File: config.mk
export PLATFORM = sky130hd
export DESIGN_NAME = div_operand_fifo
export DESIGN_NICKNAME = d
export VERILOG_FILES = /design/src/rtl/div_pkg.sv /design/src/rtl/div_fifo_mem.sv /design/src/rtl/div_operand_fifo.sv
export SDC_FILE = /design/constraint.sdc
export NUM_CORES = 1
export LEC_CHECK = 0
export CAP_MARGIN = 30
export CORE_MARGIN = 5
export CORE_UTILIZATION = 52
export CTS_CLUSTER_DIAMETER = 120
export DETAILED_ROUTE_END_ITERATION = 10
export PLACE_DENSITY = 0.77
export SLEW_MARGIN = 20
export SYNTH_ARGS = -nofsm -noshare
export SYNTH_HDL_FRONTEND = slang
export SYNTH_SLANG_ARGS = --single-unit
File: constraint.sdc
create_clock -name clk -period 2.5 [get_ports clk]
set_input_delay 0.5 -clock clk [delete_from_list [all_inputs] [get_ports clk]]
set_output_delay 0.5 -clock clk [all_outputs]
set_load 0.005 [all_outputs]
File: src/rtl/div_pkg.sv
// div_pkg: shared defaults, entry layout and drop-counter limit for the divider operand FIFO.
package div_pkg;
  localparam int M_DEF = 3;
  localparam int N_DEF = 2;
  localparam int DEPTH_DEF = 4;
  localparam int DBZ_DROP_MAX = 255;
  typedef struct packed {
    logic [M_DEF-1:0] a;
    logic [N_DEF-1:0] b;
    logic             dbz;
  } div_entry_t;
endpackage

File: src/rtl/div_fifo_mem.sv
// div_fifo_mem: DEPTH x W register array, synchronous write, asynchronous read.
module div_fifo_mem
  import div_pkg::*;
#(
  parameter int DEPTH = DEPTH_DEF,
  parameter int W = $bits(div_entry_t),
  parameter int AW = $clog2(DEPTH)
) (
  input  logic          clk,
  input  logic          we_i,
  input  logic [AW-1:0] waddr_i,
  input  logic [W-1:0]  wdata_i,
  input  logic [AW-1:0] raddr_i,
  output logic [W-1:0]  rdata_o
);
  logic [W-1:0] mem_q [DEPTH];
  always_ff @(posedge clk) if (we_i) mem_q[waddr_i] <= wdata_i;
  assign rdata_o = mem_q[raddr_i];
endmodule

File: src/rtl/div_operand_fifo.sv
// div_operand_fifo: valid/ready operand FIFO in front of the unsigned divider.
// Define DIV_OPFIFO_DBZ_FILTER_EN to drop zero-divisor pairs and count them on dbz_drops.
module div_operand_fifo
  import div_pkg::*;
#(
  parameter int M = M_DEF,
  parameter int N = N_DEF,
  parameter int DEPTH = DEPTH_DEF
) (
  input  logic                     clk,
  input  logic                     rst_n,
  input  logic                     in_valid,
  output logic                     in_ready,
  input  logic [M-1:0]             in_a,
  input  logic [N-1:0]             in_b,
  output logic                     out_valid,
  input  logic                     out_ready,
  output logic [M-1:0]             out_a,
  output logic [N-1:0]             out_b,
  output logic                     out_dbz,
`ifdef DIV_OPFIFO_DBZ_FILTER_EN
  output logic [7:0]               dbz_drops,
`endif
  output logic [$clog2(DEPTH):0]   count
);
  localparam int AW = $clog2(DEPTH);
  localparam int CW = AW + 1;
  localparam int W = M + N + 1;
  logic [AW-1:0] wr_ptr_q, wr_ptr_d, rd_ptr_q, rd_ptr_d;
  logic [CW-1:0] count_q, count_d;
  logic          push, pop, in_dbz, wr_en;
  logic [W-1:0]  rdata;
  assign in_ready  = count_q != CW'(DEPTH);
  assign out_valid = count_q != '0;
  assign push      = in_valid && in_ready;
  assign pop       = out_valid && out_ready;
  assign in_dbz    = in_b == '0;
`ifdef DIV_OPFIFO_DBZ_FILTER_EN
  logic [7:0] drops_q, drops_d;
  assign wr_en     = push && !in_dbz;
  assign drops_d   = (push && in_dbz && drops_q != 8'(DBZ_DROP_MAX)) ? drops_q + 8'd1 : drops_q;
  assign dbz_drops = drops_q;
  assign out_dbz   = 1'b0;
  always_ff @(posedge clk or negedge rst_n)
    if (!rst_n) drops_q <= '0;
    else drops_q <= drops_d;
`else
  assign wr_en   = push;
  assign out_dbz = out_valid && rdata[0];
`endif
  assign wr_ptr_d = wr_en ? wr_ptr_q + AW'(1) : wr_ptr_q;
  assign rd_ptr_d = pop ? rd_ptr_q + AW'(1) : rd_ptr_q;
  assign count_d  = count_q + CW'(wr_en) - CW'(pop);
  always_ff @(posedge clk or negedge rst_n)
    if (!rst_n) begin
      wr_ptr_q <= '0;
      rd_ptr_q <= '0;
      count_q  <= '0;
    end else begin
      wr_ptr_q <= wr_ptr_d;
      rd_ptr_q <= rd_ptr_d;
      count_q  <= count_d;
    end
  div_fifo_mem #(.DEPTH(DEPTH), .W(W), .AW(AW)) u_mem (
    .clk     (clk),
    .we_i    (wr_en),
    .waddr_i (wr_ptr_q),
    .wdata_i ({in_a, in_b, in_dbz}),
    .raddr_i (rd_ptr_q),
    .rdata_o (rdata)
  );
  // Head is forced to zero while empty so reset and idle outputs are clean.
  assign out_a = out_valid ? rdata[W-1 -: M] : '0;
  assign out_b = out_valid ? rdata[N:1] : '0;
  assign count = count_q;
endmodule

==> results of run 1 <==
## cells by family (layout without fill, tap and decap cells)
group / Yosys count / in the layout
simple gates: 16 / 16
buf+inv: 9 / 38
xor+xnor: 5 / 5
flops: 31 / 31
fa+ha+maj: 7 / 7
mux: 7 / 7
## metrics by stage
step	cells	setup TNS (ns)	hold WS, ns	power [mW]
after floorplan	75	0	0.204	1.25
after global placement	123	0	0.496	1.57
after detailed placement	123	-0.00738	0.521	1.61
after CTS	132	0	0.430	1.88
after global routing	134	-0.0536	0.444	2.02
final	134	0	0.433	1.88
## final timing paths
| path | start | to | slack, ns | depth (start not counted) |
|---|---|---|---|---|
| max | count[1] | count[2] | 0.09 | 10 |
| min | rst_n | count[2] | 0.43 | 1 |
| max reg2reg | count[1] | count[2] | 0.09 | 10 |
| min reg2reg | count[2] | count[2] | 0.55 | 1 |
| max in group asynchronous | rst_n | rd_ptr_q[0] | 1.80 | 1 |
| min in group clk | count[2] | count[2] | 0.55 | 1 |
## synthesized netlist by cell type, types with 2 or more instances
cell type	count
edfxtp_1	24
and2_1	7
and3_2	4
clkbuf_1	2
xnor2_1	4
inv_1	6
mux4_2	6
ha_1	6
dfrtp_1	7
## power by group
part	leakage [nW]	internal, mW	switching, mW	total [mW]
Combinational	0.328	0.512	0.280	0.791
Clock	0.0293	0.109	0.147	0.257
Sequential	0.300	0.709	0.124	0.834
Total	0.658	1.33	0.551	1.88
## flip-flops by register name (all words and copies together) (netlist names)
signal and count:
count 3, wr_ptr_q 2, rd_ptr_q 2, u_mem.mem_q 24
## area by class of cell
cell class                      count  area [µm²]
Clock inverter                      1        5.00
Multi-Input combinational cell     35         405
Clock buffer                        7        45.0
Sequential cell                    31         898
Timing Repair Buffer               24         235
Tap cell                           30        37.5
Inverter                            6        22.5
Fill cell                         169         806
## per-layer routing
metal  GRT usage [%]  up-vias
met1            17.3      349
met5               0        -
met2            22.2       14
met3            6.81        2
li1                -      329
met4            8.36        0
## timing repair
action,4_1_cts,5_1_grt
hold buffers,0,0
resized for setup,1,5
endpoints found under the setup margin,6,7
setup buffers,1,2
==> summary.txt, run 1 <==
Placed design
  – Post-DP HPWL: approximately 1500 µm
  – DP Area: roughly 1600 µm²
  – Routability Congestion: 0.694
  – Port buffer count: 19
  – Worst slack at placement: -0.00738 ns

Routing
  – Wire length on met2: 1100 µm
  – Top sig layer: met4
  – DRT Pass-1 Iters: 6
  – DRT iter0 DRCs: 17
  – Antenna viol nets, final: 0
  – Metal3 WL: 103 µm
  – Metal-1 WL: about 910 µm
  – Drt drc: 0
  – Drt total wl: about 2100 µm
  – DR vias: slightly below 700
  – Vias per cell: 5.18
  – Detailed-route wire length per cell: 16.0 µm

Logic synthesis
  – Synthesized area per cell: 17.7 µm²
  – Synth area leaders: edfxtp_1 54%, dfrtp_1 13%, mux4_2 10%
  – Syn nets: between 90 and 100
  – Post-Synthesis Cells: 75
  – Synth Area in Compound Gates: 0%
  – Yosys top cell area share: 54.2%
  – FFs w/ async S/R, synth: 22.6%
  – Main combinational cell family by area after synthesis: multiplexers
  – Synth Area in XOR/XNOR: 3.30%
  – Yosys warns: 0
  – Netlist cell types: 18
  – Leading area contributor after synthesis: edfxtp_1
  – Multiplexer share of the synthesized area: 11.3%
  – Synth Flop Type: edfxtp_1
  – Seq/Total Area, Yosys: between 60% and 70%
  – Area share of fa/ha/maj cells after synthesis: 7.16%
  – Flops & latches, synth: 31
  – Simple-Gate Fraction of Synth Area: under 10%
  – Synthesized cell area: between 1000 and 1500 µm²
  – Post-synth EDFFs: 24

Finish
  – Nets: 119
  – Area growth, synth to finish: 24.1%
  – Commonest non-fill, non-tap cell in the layout: edfxtp_1
  – Antenna cells: 0
  – Fraction of layout cells with a size suffix above 1: 26.0%
  – Most frequent cells in the layout: 24 x edfxtp_1, 16 x clkdlybuf4s50_1, 7 x and2_1
  – Post-layout util: 67.2%
  – Post-route cell area: 1650 µm²

Critical path
  – CP Cell Sequence: or3b_4 -> and2_4 -> inv_1 -> ha_1 -> inv_1 -> ha_1 -> inv_1 -> fa_1 -> xnor2_2 -> xnor2_1
  – Delay-heaviest family, CP: adder cells
  – Worst path bufs/invs: 3
  – Crit start category: register
  – Arrival @ worst endpoint: around 2.6 ns
  – CP max stage cell: dfrtp_2
  – Crit Path Class: reg -> reg
  – CP required: between 2 and 3 ns
  – Worst stage delay on the critical path: 0.47 ns
  – CP dominant cell by count: inv_1
  – CP Capture Type: register
  – Worst-path fanout max: 6

Flow run
  – Max Cap Viol: 0

STA
  – Setup violators final: 0
  – Hold Vio Cnt, Final: 0
  – Final Critical Period: 2.41 ns
  – Clk_skew: 0.00969 ns
  – Setup ws final: 0.0884 ns
  – Slew Viols, Final: 0
  – Unrepaired setup endpoints after global routing: yes
  – Worst slew pin tran: 0.342 ns
  – Slew headroom: 77.2%
  – Tcrit/Tclk final: 96.5%
  – Fmax: 415 MHz

Clock network
  – CTS root buf: clkbuf_4
  – H-tree levels: 2
  – TritonCTS Buffers: 5
  – Clk pin slew, worst setup/hold paths: 0.09 ns
  – Max Root-Sink Buffers: 2
  – Clock latency on the worst-skew pair: 0.31 ns
  – CTS tree: built
  – # clock sinks: 31

Floorplan
  – Die area: 3670 µm²
  – Initial Util: 54.1%
  – Die W: 60.6 µm
  – Core Area: about 2500 µm²
  – Ports: 20
  – FP Rows: 18
  – Die height: 60.6 µm

Pwr
  – Leakage: between 0.6 and 0.7 nW
  – PD cells: roughly 1100 nW/µm²
  – VDD IR max: 0.000758 V

Hold path
  – Hold Crit Class: in -> async

GRT
  – GRT Overall Usage: 14.7%
  – Vias in the first global route: between 700 and 800
  – Total gr overflow: 0
  – Initial antenna violation count: 0
  – First-pass GRT wire length: 3570 µm
  – Largest net degree at the start of global routing: 10

Outcome
  – Status: complete, no violations
No activity file was read; power rests on OpenSTA's default activity.
==> inputs of run 2 (changes only) <==
--- a/config.mk
+++ b/config.mk
@@ -6,7 +6,7 @@
 export NUM_CORES = 1
 export LEC_CHECK = 0
 export CAP_MARGIN = 30
-export CORE_MARGIN = 5
+export CORE_MARGIN = 2
 export CORE_UTILIZATION = 52
 export CTS_CLUSTER_DIAMETER = 120
 export DETAILED_ROUTE_END_ITERATION = 10
==> run 2 against run 1 <==
Effect of this change:
- critical path type is now reg -> out
- count of clock-buffer cells in the layout grew 1
- register-to-register slack improved by 0.04 ns
- power increased by 1.2%
- wire length rose by 1.3%
- sequential power fell by 2%
- global-route usage increased by 2.2 points
==> summary.txt, run 2 (synthesis results as in run 1) <==
STA
  – Tcrit/Tclk final: 96.2%
  – Slew Viols, Final: 0
  – Total negative setup slack: 0 ns
  – Worst hold slack: 0.435 ns
  – Final Critical Period: 2.41 ns
  – Hold Vio Cnt, Final: 0
  – Slew headroom: 76.5%
  – Worst slew pin tran: 0.352 ns
  – Setup ws final: 0.0950 ns
  – Clk_skew: 0.00445 ns
  – Fmax: between 400 and 500 MHz
  – Setup violators final: 0

Pwr
  – PD cells: 1150 nW/µm²
  – Total power: 1.90 mW
  – VDD IR max: 0.000700 V
  – Leakage: 0.654 nW

GRT
  – First-pass GRT wire length: just over 3000 µm
  – Total gr overflow: 0
  – Initial antenna violation count: 0
  – Largest net degree at the start of global routing: 10
  – GRT Overall Usage: 16.9%
  – Vias in the first global route: approximately 690

Critical path
  – Worst-path fanout max: 8
  – Delay-heaviest family, CP: multiplexers
  – Worst R2R Start: count[1]
  – CP max stage cell: mux4_2
  – CP Capture Type: output port
  – Reg2reg end: count[2]
  – CP Launch Point: rd_ptr_q[0]
  – CP required: about 2.0 ns
  – Worst path bufs/invs: 1
  – CP Cell Sequence: mux4_2 -> and2_1 -> clkdlybuf4s50_1
  – Crit Path Class: reg -> out
  – Worst R2R Path Depth: 10
  – Worst stage delay on the critical path: 0.51 ns
  – Crit start category: register
  – Arrival @ worst endpoint: 1.91 ns
  – Reg2reg setup slack: 0.13 ns

Placed design
  – Post-DP HPWL: 1460 µm
  – Worst slack at placement: -0.0128 ns
  – Port buffer count: 19
  – Routability Congestion: about 0.66

Clock network
  – H-tree levels: 2
  – CTS root buf: clkbuf_4
  – # clock sinks: 31
  – Hold-fix buffers, CTS: 0
  – Max Root-Sink Buffers: 2
  – Clk pin slew, worst setup/hold paths: ~0.090 ns
  – CTS tree: built
  – Clock latency on the worst-skew pair: 0.32 ns
  – TritonCTS Buffers: 5

Finish
  – Multi-input logic area: slightly above 400 µm²
  – Antenna cells: 0
  – Storage cell area: 898 µm²
  – Area growth, synth to finish: 25.0%
  – Max FFs per register: 24
  – Most frequent cells in the layout: 24 x edfxtp_1, 15 x clkdlybuf4s50_1, 8 x buf_4
  – Post-layout util: 67.7%
  – FILL cells: around 180
  – Nets: about 120
  – Biggest register: u_mem.mem_q
  – Commonest non-fill, non-tap cell in the layout: edfxtp_1
  – Fraction of layout cells with a size suffix above 1: 27.1%

Routing
  – Drt drc: 0
  – Antenna viol nets, final: 0
  – Detailed-route wire length per cell: 15.8 µm
  – Vias per cell: 5.21
  – DRT Pass-1 Iters: 6
  – DRT iter0 DRCs: 11
  – Drt total wl: between 2000 and 2500 µm
  – DR vias: 714

Floorplan
  – Initial Util: 54.1%
  – Die W: between 50 and 60 µm
  – FP Rows: 18
  – Die area: 2980 µm²
  – Core Area: 2450 µm²
  – Die height: 54.6 µm
  – Ports: 20

Outcome
  – Status: complete, no violations

Flow run
  – Max Cap Viol: 0

Hold path
  – Hold Crit Class: in -> async
[run 2: cell types whose count changed in the layout (fill, tap and decap cells not counted)]
cell,change
clkbuf_1,+1
buf_4,+3
clkinv_2,-1
dlymetal6s2s_1,-2
dlygate4sd2_1,+3
clkdlybuf4s50_1,-1
[run 2: worst max path at each step]
stage               end  slack [ns]  depth (start not counted)
2_1_floorplan  count[2]        0.15                         10
3_3_place_gp   count[2]        0.06                         10
3_5_place_dp   count[2]       -0.01                         10
4_1_cts        out_b[0]        0.02                          3
5_1_grt        out_a[0]       -0.02                          3
6_report       out_b[0]        0.09                          3
[run 2: repair_timing]
action	in CTS	in global routing
endpoints found under the setup margin	6	4
buffers inserted	2	4
gates resized for setup	4	3
endpoints found under the hold margin	0	0
[run 2: area by class of cell]
class,count,area share (%)
Inverter,6,1.36
Sequential cell,31,54.1
Multi-Input combinational cell,35,24.4
Timing Repair Buffer,27,15.0
Clock buffer,8,2.94
Tap cell,30,2.26
[run 2: metal layers]
| metal | vias up | GRT usage (%) | part of all wire [%] |
|---|---|---|---|
| li1 | 333 | - | - |
| met1 | 349 | 18.4 | 41 |
| met2 | 23 | 26.5 | 51 |
| met3 | 9 | 5.46 | 5.2 |
| met4 | 0 | 14.6 | 3.2 |
| met5 | - | 0 | 0 |
[run 2: power by group]
part	internal (mW)	switching [mW]	total [mW]
sequential	0.709	0.110	0.820
clock	0.112	0.154	0.266
combinational	0.523	0.295	0.819
[run 2: per-stage QoR]
step,cells,cell area [µm²]
after CTS,133,1620
after global routing,137,1660
after floorplan,75,1330
final,137,1660
after detailed placement,123,1560
after global placement,123,1560
[run 2: worst reg2reg max path, delay by kind of cell (launching register included)]
family                   cells  cell delay [ns]
XOR/XNOR                     2             0.28
adder cells (fa/ha/maj)      3             0.76
buffers and inverters        3             0.16
flip-flops                   1             0.43
AND/OR/NAND/NOR              2             0.63
